$ cat src/rtl/uop_queue.sv
// Micro-op bundle queue: circular FIFO of decoded bundles feeding the reservation station.
// Optional macro UOPQ_BYPASS_EN lets an empty queue forward the decoder bundle combinationally.
module uop_queue #(
    parameter int          DEPTH = 4,
    parameter logic [19:0] NOP   = 20'h00F00
) (
    input  logic                     clk,
    input  logic                     a_rst,
    input  logic                     dec_valid,
    output logic                     dec_ready,
    input  logic [19:0]              dec_uop_0,
    input  logic [19:0]              dec_uop_1,
    input  logic [19:0]              dec_uop_2,
    input  logic [1:0]               dec_uop_count,
    input  logic [15:0]              dec_k16,
    input  logic                     flush,
    input  logic                     id_feed_req,
    output logic [19:0]              id_uop_0,
    output logic [19:0]              id_uop_1,
    output logic [19:0]              id_uop_2,
    output logic [1:0]               id_uop_count,
    output logic [15:0]              id_k16,
    output logic [$clog2(DEPTH):0]   occupancy
);

    localparam int            AW       = $clog2(DEPTH);
    localparam logic [AW:0]   FULL_CNT = (AW + 1)'(DEPTH);

    typedef struct packed {
        logic [19:0] uop_0;
        logic [19:0] uop_1;
        logic [19:0] uop_2;
        logic [1:0]  count;
        logic [15:0] k16;
    } entry_t;

    localparam entry_t EMPTY_BUNDLE = '{uop_0: NOP, uop_1: NOP, uop_2: NOP, count: 2'd0, k16: 16'd0};

    entry_t          mem_q [DEPTH];
    logic [AW-1:0]   wr_ptr_q, wr_ptr_d;
    logic [AW-1:0]   rd_ptr_q, rd_ptr_d;
    logic [AW:0]     occ_q, occ_d;
    logic            full, empty, bundle_ok, bypass, push, pop;
    entry_t          wr_entry, head, id_bundle;

    assign wr_entry  = '{uop_0: dec_uop_0, uop_1: dec_uop_1, uop_2: dec_uop_2,
                         count: dec_uop_count, k16: dec_k16};

    assign full      = (occ_q == FULL_CNT);
    assign empty     = (occ_q == '0);
    assign dec_ready = ~full;
    assign occupancy = occ_q;

    // A zero-count bundle is handshaken but never stored.
    assign bundle_ok = dec_valid & (dec_uop_count != 2'd0) & ~flush;

`ifdef UOPQ_BYPASS_EN
    assign bypass = empty & bundle_ok;
`else
    assign bypass = 1'b0;
`endif

    // A bypassed bundle consumed in the same cycle never enters storage.
    assign push = bundle_ok & dec_ready & ~(bypass & id_feed_req);
    assign pop  = id_feed_req & ~empty & ~flush;

    // NOTE: every always_comb target gets a default first so no latch is inferred.
    always_comb begin
        wr_ptr_d = wr_ptr_q;
        rd_ptr_d = rd_ptr_q;
        occ_d    = occ_q;
        if (flush) begin
            wr_ptr_d = '0;
            rd_ptr_d = '0;
            occ_d    = '0;
        end else begin
            if (push) wr_ptr_d = wr_ptr_q + 1'b1;
            if (pop)  rd_ptr_d = rd_ptr_q + 1'b1;
            case ({push, pop})
                2'b10:   occ_d = occ_q + 1'b1;
                2'b01:   occ_d = occ_q - 1'b1;
                default: occ_d = occ_q;
            endcase
        end
    end

    always_ff @(posedge clk or negedge a_rst) begin
        if (!a_rst) begin
            wr_ptr_q <= '0;
            rd_ptr_q <= '0;
            occ_q    <= '0;
        end else begin
            wr_ptr_q <= wr_ptr_d;
            rd_ptr_q <= rd_ptr_d;
            occ_q    <= occ_d;
        end
    end

    // NOTE: storage is deliberately not reset; zeroed pointers make stale entries unreachable.
    always_ff @(posedge clk) begin
        if (push) mem_q[wr_ptr_q] <= wr_entry;
    end

    assign head = mem_q[rd_ptr_q];

    always_comb begin
        id_bundle = EMPTY_BUNDLE;
        if (!empty)      id_bundle = head;
        else if (bypass) id_bundle = wr_entry;
    end

    assign id_uop_0     = id_bundle.uop_0;
    assign id_uop_1     = id_bundle.uop_1;
    assign id_uop_2     = id_bundle.uop_2;
    assign id_uop_count = id_bundle.count;
    assign id_k16       = id_bundle.k16;

endmodule

$ cat config.mk
export PLATFORM = sky130hd
export DESIGN_NAME = uop_queue
export DESIGN_NICKNAME = d
export VERILOG_FILES = /design/src/rtl/uop_queue.sv
export SDC_FILE = /design/constraint.sdc
export NUM_CORES = 1
export LEC_CHECK = 0
export BUFFER_PORTS_ARGS = -buffer_cell sky130_fd_sc_hd__buf_2
export CORE_ASPECT_RATIO = 1.25
export CORE_MARGIN = 4
export CORE_UTILIZATION = 42
export DETAILED_ROUTE_END_ITERATION = 8
export MAX_ROUTING_LAYER = met4
export PLACE_DENSITY = 0.71
export SYNTH_ARGS = -nofsm -noshare
export SYNTH_HDL_FRONTEND = slang
export SYNTH_SLANG_ARGS = --single-unit
$ cat constraint.sdc
create_clock -name clk -period 4 [get_ports clk]
set_input_delay 0.4 -clock clk [delete_from_list [all_inputs] [get_ports clk]]
set_output_delay 0.4 -clock clk [all_outputs]
set_load 0.01 [all_outputs]
==> results of run 1 <==
-- stage by stage --
| stage | power, mW | hold WS, ps | setup WS (ps) |
|---|---|---|---|
| after floorplan | 5.45 | 104 | 625 |
| after global placement | 6.32 | 263 | 1360 |
| after detailed placement | 6.32 | 260 | 1330 |
| after CTS | 9.06 | 23.0 | 868 |
| after global routing | 9.37 | 35.8 | 751 |
| final | 8.90 | 59.9 | 982 |
-- cell type report --
type                    instances  area share
well taps                     390      0.0335
inverters                       3    0.000773
clock buffers                  36      0.0531
diodes                          3    0.000515
multi-input cells             198       0.178
clock inverters                19      0.0118
flip-flops and latches        319       0.655
repair buffers                176      0.0670
-- final timing paths --
check / startpoint / end / slack (ps)
max: rd_ptr_q[0]$_DFFE_PN0P_ / id_uop_2[9] / 980
min: dec_uop_0[8] / mem_q[0][66]$_DFFE_PP_ / 60
max reg2reg: occupancy[0]$_DFFE_PN0P_ / mem_q[0][43]$_DFFE_PP_ / 1440
min reg2reg: wr_ptr_q[1]$_DFFE_PN0P_ / wr_ptr_q[1]$_DFFE_PN0P_ / 590
max in group asynchronous: a_rst / rd_ptr_q[1]$_DFFE_PN0P_ / 3570
min in group asynchronous: a_rst / occupancy[2]$_DFFE_PN0P_ / 220
-- state kept, by name, indices dropped and copies added (netlist names) --
signal / count
rd_ptr_q: 2
mem_q: 312
wr_ptr_q: 2
occupancy: 3
-- what timing repair did --
| action | 4_1_cts | 5_1_grt |
|---|---|---|
| endpoints found under the hold margin | 7 | 0 |
| hold buffers | 1 | 0 |
| buffers inserted | 0 | 0 |
-- synth_stat cells (2+ instances only) --
master / instances
mux4_2: 78
nor2_1: 8
and2_1: 70
nor3_1: 3
mux2i_1: 2
buf_4: 7
nand3_1: 2
inv_1: 3
dfrtp_1: 7
nand2_1: 4
ha_1: 4
mux2_1: 2
xor2_1: 2
buf_2: 3
or2_1: 12
clkbuf_1: 16
edfxtp_1: 312
-- routing by layer --
layer,vias up,track usage,share of wire
li1,2590,-,-
met1,3039,0.184,0.40
met2,157,0.266,0.54
met3,30,0.0250,0.051
met4,0,0.0455,0.018
met5,-,-,0
-- layout by cell type (no fill, tap or decap), types with 4 or more instances in the layout --
cell type	netlist	routed
clkinv_2	0	5
edfxtp_1	312	312
buf_12	0	5
or2_1	12	12
clkbuf_16	0	30
and2_4	0	4
and2_1	70	66
buf_2	3	164
nand2_1	4	4
buf_4	7	6
clkinv_1	0	9
ha_1	4	4
clkbuf_1	16	6
mux4_2	78	78
dfrtp_1	7	5
nor2_1	8	8
-- logic make-up (layout without fill, tap and decap cells) --
group	count (synthesis)	after routing	synth area share
flip-flops	319	319	0.777
multiplexers	82	82	0.147
adder cells (fa/ha/maj)	5	5	0.00571
buffers and inverters	30	234	0.0122
other	0	3	0
AO/OA/AOI/OAI	4	4	0.00377
XOR/XNOR	3	3	0.00275
AND/OR/NAND/NOR	104	104	0.0515
-- power groups by stage --
stage	Clock (mW)	Sequential, mW	Combinational (mW)
floorplan	0	3.91	1.54
global placement	0	4.00	2.32
detailed placement	0	4.01	2.32
CTS	2.79	3.93	2.33
global route	2.94	3.95	2.49
finish	2.71	3.92	2.27
==> reports/metrics.csv, run 1 <==
metric,value,unit
status,"complete, no violations",
start_util,0.428,
final_nets,816,
hold-path-cell-count,1,
core_region_area,0.0287,mm^2
hp-class,input port to register,
clk_pin_slew,60,ps
crit_family,flip-flops,
die-area,0.0320,mm^2
grt_pass1_vias,6352,
design_area,0.0146,mm^2
ys_seq_area_frac,0.777,
syn_nets,635,
switchingPower,2.44,mW
cts_made_buffers,30,
yosys_warnings,0,
dieHeight,199,um
grt_max_degree,68,
ys_top_cells_by_area,"edfxtp_1 (76%), mux4_2 (14%), and2_1 (3.6%)",
reg2reg_depth,4,
n_fill_cell,2348,
cts.path.max_buffers,3,
power.density,611,mW/mm^2
cts_sinks,319,
drc_errors,0,
ioPinCount,165,
instances_no_fill,1144,
firstDrtPassIters,4,
cp_max_fo,26,
htree_levels,1,
routed_via_density,5.08,
clk_latency,550,ps
worst_slew_pin_slew,658,ps
syn_area,0.0123,mm^2
vias,5816,
syn_inst,547,
syn_area_per_cell,22.4,um^2
area_delta_synth_final,18.7,%
maxSlewHeadroom,0.561,
root_buffer,clkbuf_16,
setup_viol_count_final,0,
startpoint_type,register,
end_kind,output port,
finalHoldViolations,0,
post_dp_cell_area,0.0136,mm^2
cap_violations,0,
drt-total-wl,23.3,mm
dp_cells,1085,
drt_iter0_markers,328,
synth_flop_cell,edfxtp_1,
swShare,0.274,
grt_usage,0.152,
period_minus_slack,3020,ps
grt_first_pass_wirelength,36.6,mm
finalSetupTns,0,ps
slowest_stage,dfrtp_4,
vdd_drop_max,0.000417,V
final-max-slew-violation-count,0,
ant_nets,0,
min_period_over_period,0.754,
drive_above_1_share,0.406,
intPower,6.46,mW
crit_chain,buf_4 > mux4_2 > or2_1 > buf_2,
synth_top_area_cell,edfxtp_1,
synth_top_cell_area_share,0.763,
finalWeightedCongestion,0.711,
async_flop_share,0.0219,
rows,69,
cp_data_arrival_time,2620,ps
synth-edff-count,312,
synthDistinctLibCells,29,
sequentialPowerShare,0.441,
max_stage_delay,770,ps
rsz0062_at_grt,no,
dieWidth,161,um
grt_overflow,0,
cts_tree,done,
post-dp-hpwl,13.7,mm
required,3600,ps
utilization,0.508,
multi_input_area,0.00259,mm^2
seq_area,0.00955,mm^2
ys_ff_latch,319,
grt_antenna_before_repair,3,
leakagePower,4.92,nW
pwr-share-comb,0.255,
ctsResizeCount,0,
p_clk_frac,0.305,
cp_num_cells,4,
avgRoutedWirePerCell,20.4,um
worst_clock_skew,13.3,ps
io_buffers,164,
critPathBufInv,2,
crit_type,register to output port,
max_freq,331,MHz
No activity file was read; power rests on OpenSTA's default activity.
==> inputs of run 2 (changes only) <==
--- a/config.mk
+++ b/config.mk
@@ -5,6 +5,7 @@
 export SDC_FILE = /design/constraint.sdc
 export NUM_CORES = 1
 export LEC_CHECK = 0
+export ABC_AREA = 1
 export BUFFER_PORTS_ARGS = -buffer_cell sky130_fd_sc_hd__buf_2
 export CORE_ASPECT_RATIO = 1.25
 export CORE_MARGIN = 4
==> constraint.sdc (replaced) <==
create_clock -name clk -period 3.01 [get_ports clk]
set_input_delay 0.301 -clock clk [delete_from_list [all_inputs] [get_ports clk]]
set_output_delay 0.301 -clock clk [all_outputs]
set_load 0.01 [all_outputs]
==> reports/metrics.csv, run 2 <==
metric,value,unit,change
required,2710,ps,was 3600 ps
ys_ff_latch,319,,unchanged
drc_errors,0,,unchanged
min_period_over_period,0.910,,
ioPinCount,165,,unchanged
pwr-share-comb,0.172,,was 0.255
antennaDiodeCount,0,,was 3
crit_chain,buf_12 > nor2_1 > nor2_1 > o21ai_0 > a21oi_1 > buf_2,,was buf_4 > mux4_2 > or2_1 > buf_2
worst_slew_pin_slew,878,ps,was 658 ps
ant_nets,0,,unchanged
layout_common_cells,"nor2_1 (316), edfxtp_1 (312), buf_2 (164)",,"was edfxtp_1 (312), buf_2 (164), mux4_2 (78)"
async_flop_share,0.0219,,unchanged
htree_levels,1,,unchanged
dieWidth,162,um,was 161 um
final_nets,1295,,was 816
cts_tree,done,,unchanged
startpoint,rd_ptr_q[0]$_DFFE_PN0P_,,unchanged
grt_pass1_vias,8126,,was 6352
finalWeightedCongestion,0.790,,was 0.711
syn_area_per_cell,12.8,um^2,was 22.4 um^2
setup_viol_count_final,0,,unchanged
synth_top_cell_area_share,0.752,,was 0.763
vias,8109,,was 5816
syn_inst,972,,was 547
instances_no_fill,1627,,was 1144
crit_type,register to output port,,unchanged
synthTopCellsByCount,"nor2_1 (320), edfxtp_1 (312), o21ai_0 (139), a21oi_1 (68), clkbuf_1 (27)",,"was edfxtp_1 (312), mux4_2 (78), and2_1 (70), clkbuf_1 (16), or2_1 (12)"
syn_nets,1060,,was 635
design_area,0.0156,mm^2,was 0.0146 mm^2
power.density,689,mW/mm^2,was 611 mW/mm^2
synth_most_common_cell,nor2_1,,was edfxtp_1
die-area,0.0325,mm^2,was 0.0320 mm^2
cts.path.max_buffers,3,,unchanged
rsz0062_at_grt,no,,unchanged
period_minus_slack,2740,ps,
cp_data_arrival_time,2440,ps,was 2620 ps
io_buffers,164,,unchanged
dieHeight,201,um,was 199 um
slowest_stage,dfrtp_4,,unchanged
finalSetupTns,0,ps,unchanged
avgRoutedWirePerCell,17.1,um,was 20.4 um
startpoint_type,register,,unchanged
core_region_area,0.0293,mm^2,was 0.0287 mm^2
dp_cells,1492,,was 1085
layout_commonest_cell,nor2_1,,was edfxtp_1
syn_area,0.0125,mm^2,was 0.0123 mm^2
switchingPower,2.78,mW,was 2.44 mW
hp-class,input port to register,,unchanged
synth-edff-count,312,,unchanged
synth_flop_cell,edfxtp_1,,unchanged
ys_top_cells_by_area,"edfxtp_1 (75%), nor2_1 (9.6%), o21ai_0 (5.6%)",,"was edfxtp_1 (76%), mux4_2 (14%), and2_1 (3.6%)"
worst_clock_skew,11.2,ps,was 13.3 ps
grt_first_pass_wirelength,43.2,mm,was 36.6 mm
cap_violations,0,,unchanged
p_clk_frac,0.360,,was 0.305
end_kind,output port,,unchanged
routed_via_density,4.98,,was 5.08
ctsResizeCount,0,,unchanged
leakagePower,5.65,nW,was 4.92 nW
clk_pin_slew,60,ps,about the same
regMostFlops,mem_q,,unchanged
grt_overflow,0,,unchanged
intPower,7.99,mW,was 6.46 mW
drive_above_1_share,0.198,,was 0.406
grt_antenna_before_repair,0,,was 3
drt-total-wl,27.9,mm,was 23.3 mm
ctsHoldBuffers,79,,was 1
r2r_start,occupancy[0]$_DFFE_PN0P_,,unchanged
finalHoldViolations,0,,unchanged
post-dp-hpwl,15.3,mm,was 13.7 mm
start_util,0.426,,was 0.428
root_buffer,clkbuf_16,,unchanged
vdd_drop_max,0.000372,V,was 0.000417 V
cpMostUsedCell,nor2_1,,
synthDistinctLibCells,24,,was 29
cts_made_buffers,30,,unchanged
rows,70,,was 69
largest_reg_flops,312,,unchanged
yosys_warnings,0,,unchanged
power.total,10.8,mW,was 8.90 mW
cts_sinks,319,,unchanged
hold_start,flush,,was dec_uop_0[8]
cp_max_fo,157,,was 26
drt_iter0_markers,570,,was 328
maxSlewHeadroom,0.414,,was 0.561
status,"complete, no violations",,unchanged
swShare,0.258,,was 0.274
clk_latency,550,ps,about the same
grt_usage,0.171,,was 0.152
final-max-slew-violation-count,0,,unchanged
synth_top_area_cell,edfxtp_1,,unchanged
max_stage_delay,440,ps,was 770 ps
sequentialPowerShare,0.468,,was 0.441
firstDrtPassIters,5,,was 4
ys_seq_area_frac,0.766,,was 0.777
grt_max_degree,158,,was 68
area_delta_synth_final,25.5,%,was 18.7%
cts_setup_buffers,0,,unchanged
max_freq,365,MHz,
post_dp_cell_area,0.0138,mm^2,was 0.0136 mm^2
-- run 2: cell types whose count changed after synthesis, moves of 20 or more --
cell / before / now
buf_2: 3 / 23
nor2_1: 8 / 320
o21ai_0: 0 / 139
mux4_2: 78 / 0
a21oi_1: 0 / 68
and2_1: 70 / 0
-- run 2: metrics by stage --
| step | worst slack [ps] | utilization | hold WS, ps |
|---|---|---|---|
| floorplan | -339 | - | 5.41 |
| global placement | 802 | 0.472 | 147 |
| detailed placement | 730 | 0.472 | 149 |
| CTS | 303 | 0.535 | 59.3 |
| global route | 211 | 0.535 | 84.7 |
| finish | 271 | 0.535 | 88.9 |
-- run 2: final timing paths --
path / cells past startpoint / slack (ps) / endpoint
min in group asynchronous: 2 / 120 / rd_ptr_q[0]$_DFFE_PN0P_
worst max-delay path: 6 / 270 / id_uop_0[17]
max in group asynchronous: 2 / 2700 / rd_ptr_q[1]$_DFFE_PN0P_
worst min register to register: 1 / 570 / wr_ptr_q[0]$_DFFE_PN0P_
worst max register to register: 12 / 890 / occupancy[2]$_DFFE_PN0P_
worst min-delay path: 4 / 90 / occupancy[0]$_DFFE_PN0P_
-- run 2: cell families (layout without fill, tap and decap cells) --
logic type	after synthesis	after routing	share of synthesized area
buffers and inverters	72	331	0.0261
adders and majority gates	5	5	0.00562
DFF	319	319	0.766
AOI/OAI and AO/OA	229	229	0.0962
and+or+nand+nor	346	346	0.106
xor gates and xnor gates	1	1	0.000703
-- run 2: power by group through the flow --
| stage | sequential (mW) | combinational (mW) | clock [mW] |
|---|---|---|---|
| after floorplan | 5.14 | 1.04 | 0 |
| after global placement | 5.13 | 1.76 | 0 |
| after detailed placement | 5.14 | 1.80 | 0 |
| after CTS | 5.04 | 1.89 | 3.97 |
| after global routing | 5.05 | 2.06 | 4.17 |
| final | 5.04 | 1.86 | 3.88 |
-- run 2: cell type report --
| cell class | count | area (um^2) |
|---|---|---|
| inverter | 13 | 52.6 |
| sequential | 319 | 9550 |
| clock inverter | 19 | 221 |
| fill | 2425 | 13600 |
| tap | 396 | 495 |
| multi-input combinational | 581 | 2630 |
| timing repair buffer | 262 | 1880 |
| clock buffer | 37 | 818 |
-- run 2: worst max-delay path: cells and delay by family, from the launching register on --
family | cells | cell delay (ps)
AND/OR/NAND/NOR | 2 | 210
AO/OA/AOI/OAI | 2 | 340
flip-flops | 1 | 440
buffers and inverters | 2 | 620
-- run 2: routing by layer --
layer	part of all wire	global-route usage
met4	0.023	0.0532
met2	0.52	0.302
met3	0.045	0.0205
met5	0	-
met1	0.41	0.206
==> inputs of run 3 (changes only) <==
--- a/config.mk
+++ b/config.mk
@@ -5,7 +5,6 @@
 export SDC_FILE = /design/constraint.sdc
 export NUM_CORES = 1
 export LEC_CHECK = 0
-export ABC_AREA = 1
 export BUFFER_PORTS_ARGS = -buffer_cell sky130_fd_sc_hd__buf_2
 export CORE_ASPECT_RATIO = 1.25
 export CORE_MARGIN = 4
==> reports/metrics.csv, run 3 (same netlist as run 1, synthesis figures left out) <==
metric,value,unit,change
status,"complete, no violations",,unchanged
required,2710,ps,about the same
crit_chain,buf_12 > mux4_2 > or2_1 > buf_2,,was buf_12 > nor2_1 > nor2_1 > o21ai_0 > a21oi_1 > buf_2
worst_clock_skew,4.33,ps,was 11.2 ps
end_kind,output port,,unchanged
grt_max_degree,79,,was 158
clk_pin_slew,60,ps,about the same
avgRoutedWirePerCell,19.5,um,was 17.1 um
cts_tree,done,,unchanged
setup_viol_count_final,0,,unchanged
max_freq,373,MHz,was 365 MHz
cts_made_buffers,30,,unchanged
dieHeight,199,um,was 201 um
cts.path.max_buffers,3,,unchanged
rsz0062_at_grt,no,,unchanged
root_buffer,clkbuf_16,,unchanged
crit_type,register to output port,,unchanged
grt_overflow,0,,unchanged
post-dp-hpwl,13.6,mm,was 15.3 mm
layout_common_cells,"edfxtp_1 (312), buf_2 (164), dlygate4sd3_1 (79)",,"was nor2_1 (316), edfxtp_1 (312), buf_2 (164)"
grt_usage,0.154,,was 0.171
regToRegSetupSlack,520,ps,was 890 ps
final-max-slew-violation-count,0,,unchanged
start_util,0.428,,was 0.426
regMostFlops,mem_q,,unchanged
drt_iter0_markers,372,,was 570
ioPinCount,165,,unchanged
rows,69,,was 70
clk_latency,540,ps,was 550 ps
core_region_area,0.0287,mm^2,was 0.0293 mm^2
routed_via_density,4.97,,was 4.98
grt_pass1_vias,6665,,was 8126
vdd_drop_max,0.000650,V,was 0.000372 V
vias,6073,,was 8109
firstDrtPassIters,6,,was 5
io_buffers,164,,unchanged
worst_slew_pin_slew,678,ps,was 878 ps
grt_antenna_before_repair,0,,unchanged
htree_levels,1,,unchanged
startpoint_type,register,,unchanged
finalSetupTns,0,ps,unchanged
hp-class,input port to register,,unchanged
drt-total-wl,23.9,mm,was 27.9 mm
drive_above_1_share,0.382,,was 0.198
worst_slack,329,ps,was 271 ps
ctsResizeCount,0,,unchanged
final_nets,898,,was 1295
reg2reg_depth,7,,was 12
ant_nets,0,,unchanged
largest_reg_flops,312,,unchanged
leakagePower,5.32,nW,was 5.65 nW
period_minus_slack,2680,ps,was 2740 ps
dieWidth,161,um,was 162 um
slowest_stage,dfrtp_4,,unchanged
finalHoldViolations,0,,unchanged
power.density,784,mW/mm^2,was 689 mW/mm^2
hold-path-cell-count,2,,was 4
finalWeightedCongestion,0.713,,was 0.790
area_delta_synth_final,26.2,%,was 25.5%
cap_violations,0,,unchanged
cp_max_fo,28,,was 157
max_stage_delay,590,ps,was 440 ps
maxSlewHeadroom,0.548,,was 0.414
grt_first_pass_wirelength,37.5,mm,was 43.2 mm
pre_cts_ws,562,ps,was 730 ps
min_period_over_period,0.891,,was 0.910
layout_commonest_cell,edfxtp_1,,was nor2_1
cp_data_arrival_time,2380,ps,was 2440 ps
fin_hold_ws,45.6,ps,was 88.9 ps
cts_sinks,319,,unchanged
drc_errors,0,,unchanged
die-area,0.0320,mm^2,was 0.0325 mm^2
antennaDiodeCount,0,,unchanged
run 3: changes by cell type in the layout (fill, tap and decap cells not counted), moves of 6 or more:
cell / delta
a21oi_1: -68
and2_1: +66
clkinv_2: +6
inv_1: -7
mux4_2: +78
nand2_1: -10
nand3_1: -6
nor2_1: -308
o21ai_0: -139
o21ai_1: -8
o311ai_1: -9
or2_1: +12
run 3: per-stage QoR:
stage / cell area (um^2) / util / std cells / total power, mW
final: 15500 / 0.540 / 1223 / 12.1
after global placement: 13700 / 0.478 / 1089 / 8.46
after CTS: 15500 / 0.540 / 1223 / 12.3
after global routing: 15500 / 0.540 / 1223 / 12.8
after floorplan: 12300 / - / 547 / 7.24
after detailed placement: 13700 / 0.478 / 1089 / 8.47
run 3: worst paths after layout:
kind | startpoint | endpoint
max | rd_ptr_q[0]$_DFFE_PN0P_ | id_uop_2[9]
min | flush | rd_ptr_q[1]$_DFFE_PN0P_
max reg2reg | occupancy[1]$_DFFE_PN0P_ | occupancy[2]$_DFFE_PN0P_
min reg2reg | wr_ptr_q[0]$_DFFE_PN0P_ | wr_ptr_q[0]$_DFFE_PN0P_
min in group asynchronous | a_rst | occupancy[1]$_DFFE_PN0P_
max in group asynchronous | a_rst | rd_ptr_q[0]$_DFFE_PN0P_
run 3: cell type report:
cell class | count | area (um^2)
inverter | 3 | 11.3
clock buffer | 34 | 787
multi-input combinational | 198 | 2590
clock inverter | 21 | 208
timing repair buffer | 258 | 1850
sequential | 319 | 9550
tap | 390 | 488
fill | 2235 | 13200
run 3: where the power goes:
group / switching, mW / internal (mW)
Clock: 1.55 / 2.21
Sequential: 0.118 / 5.05
Combinational: 1.65 / 1.56
Total: 3.32 / 8.82
run 3: worst max-delay path, delay by kind of cell, from the launching register on:
kind,cells,cell delay [ps]
and+or+nand+nor,1,250
buffers and inverters,2,440
muxes,1,540
DFF,1,590
run 3: timing repair:
action / 4_1_cts / 5_1_grt
setup buffers: 0 / 0
endpoints found under the hold margin: 319 / 0
hold buffers: 79 / 0
run 3: routing by layer:
metal / wire (um) / up-vias / part of all wire / GRT usage
met5: 0 / - / 0 / -
met4: 383 / 0 / 0.016 / 0.0307
met3: 1150 / 29 / 0.048 / 0.0258
met2: 12100 / 153 / 0.51 / 0.260
met1: 10200 / 3139 / 0.43 / 0.200
li1: - / 2752 / - / -
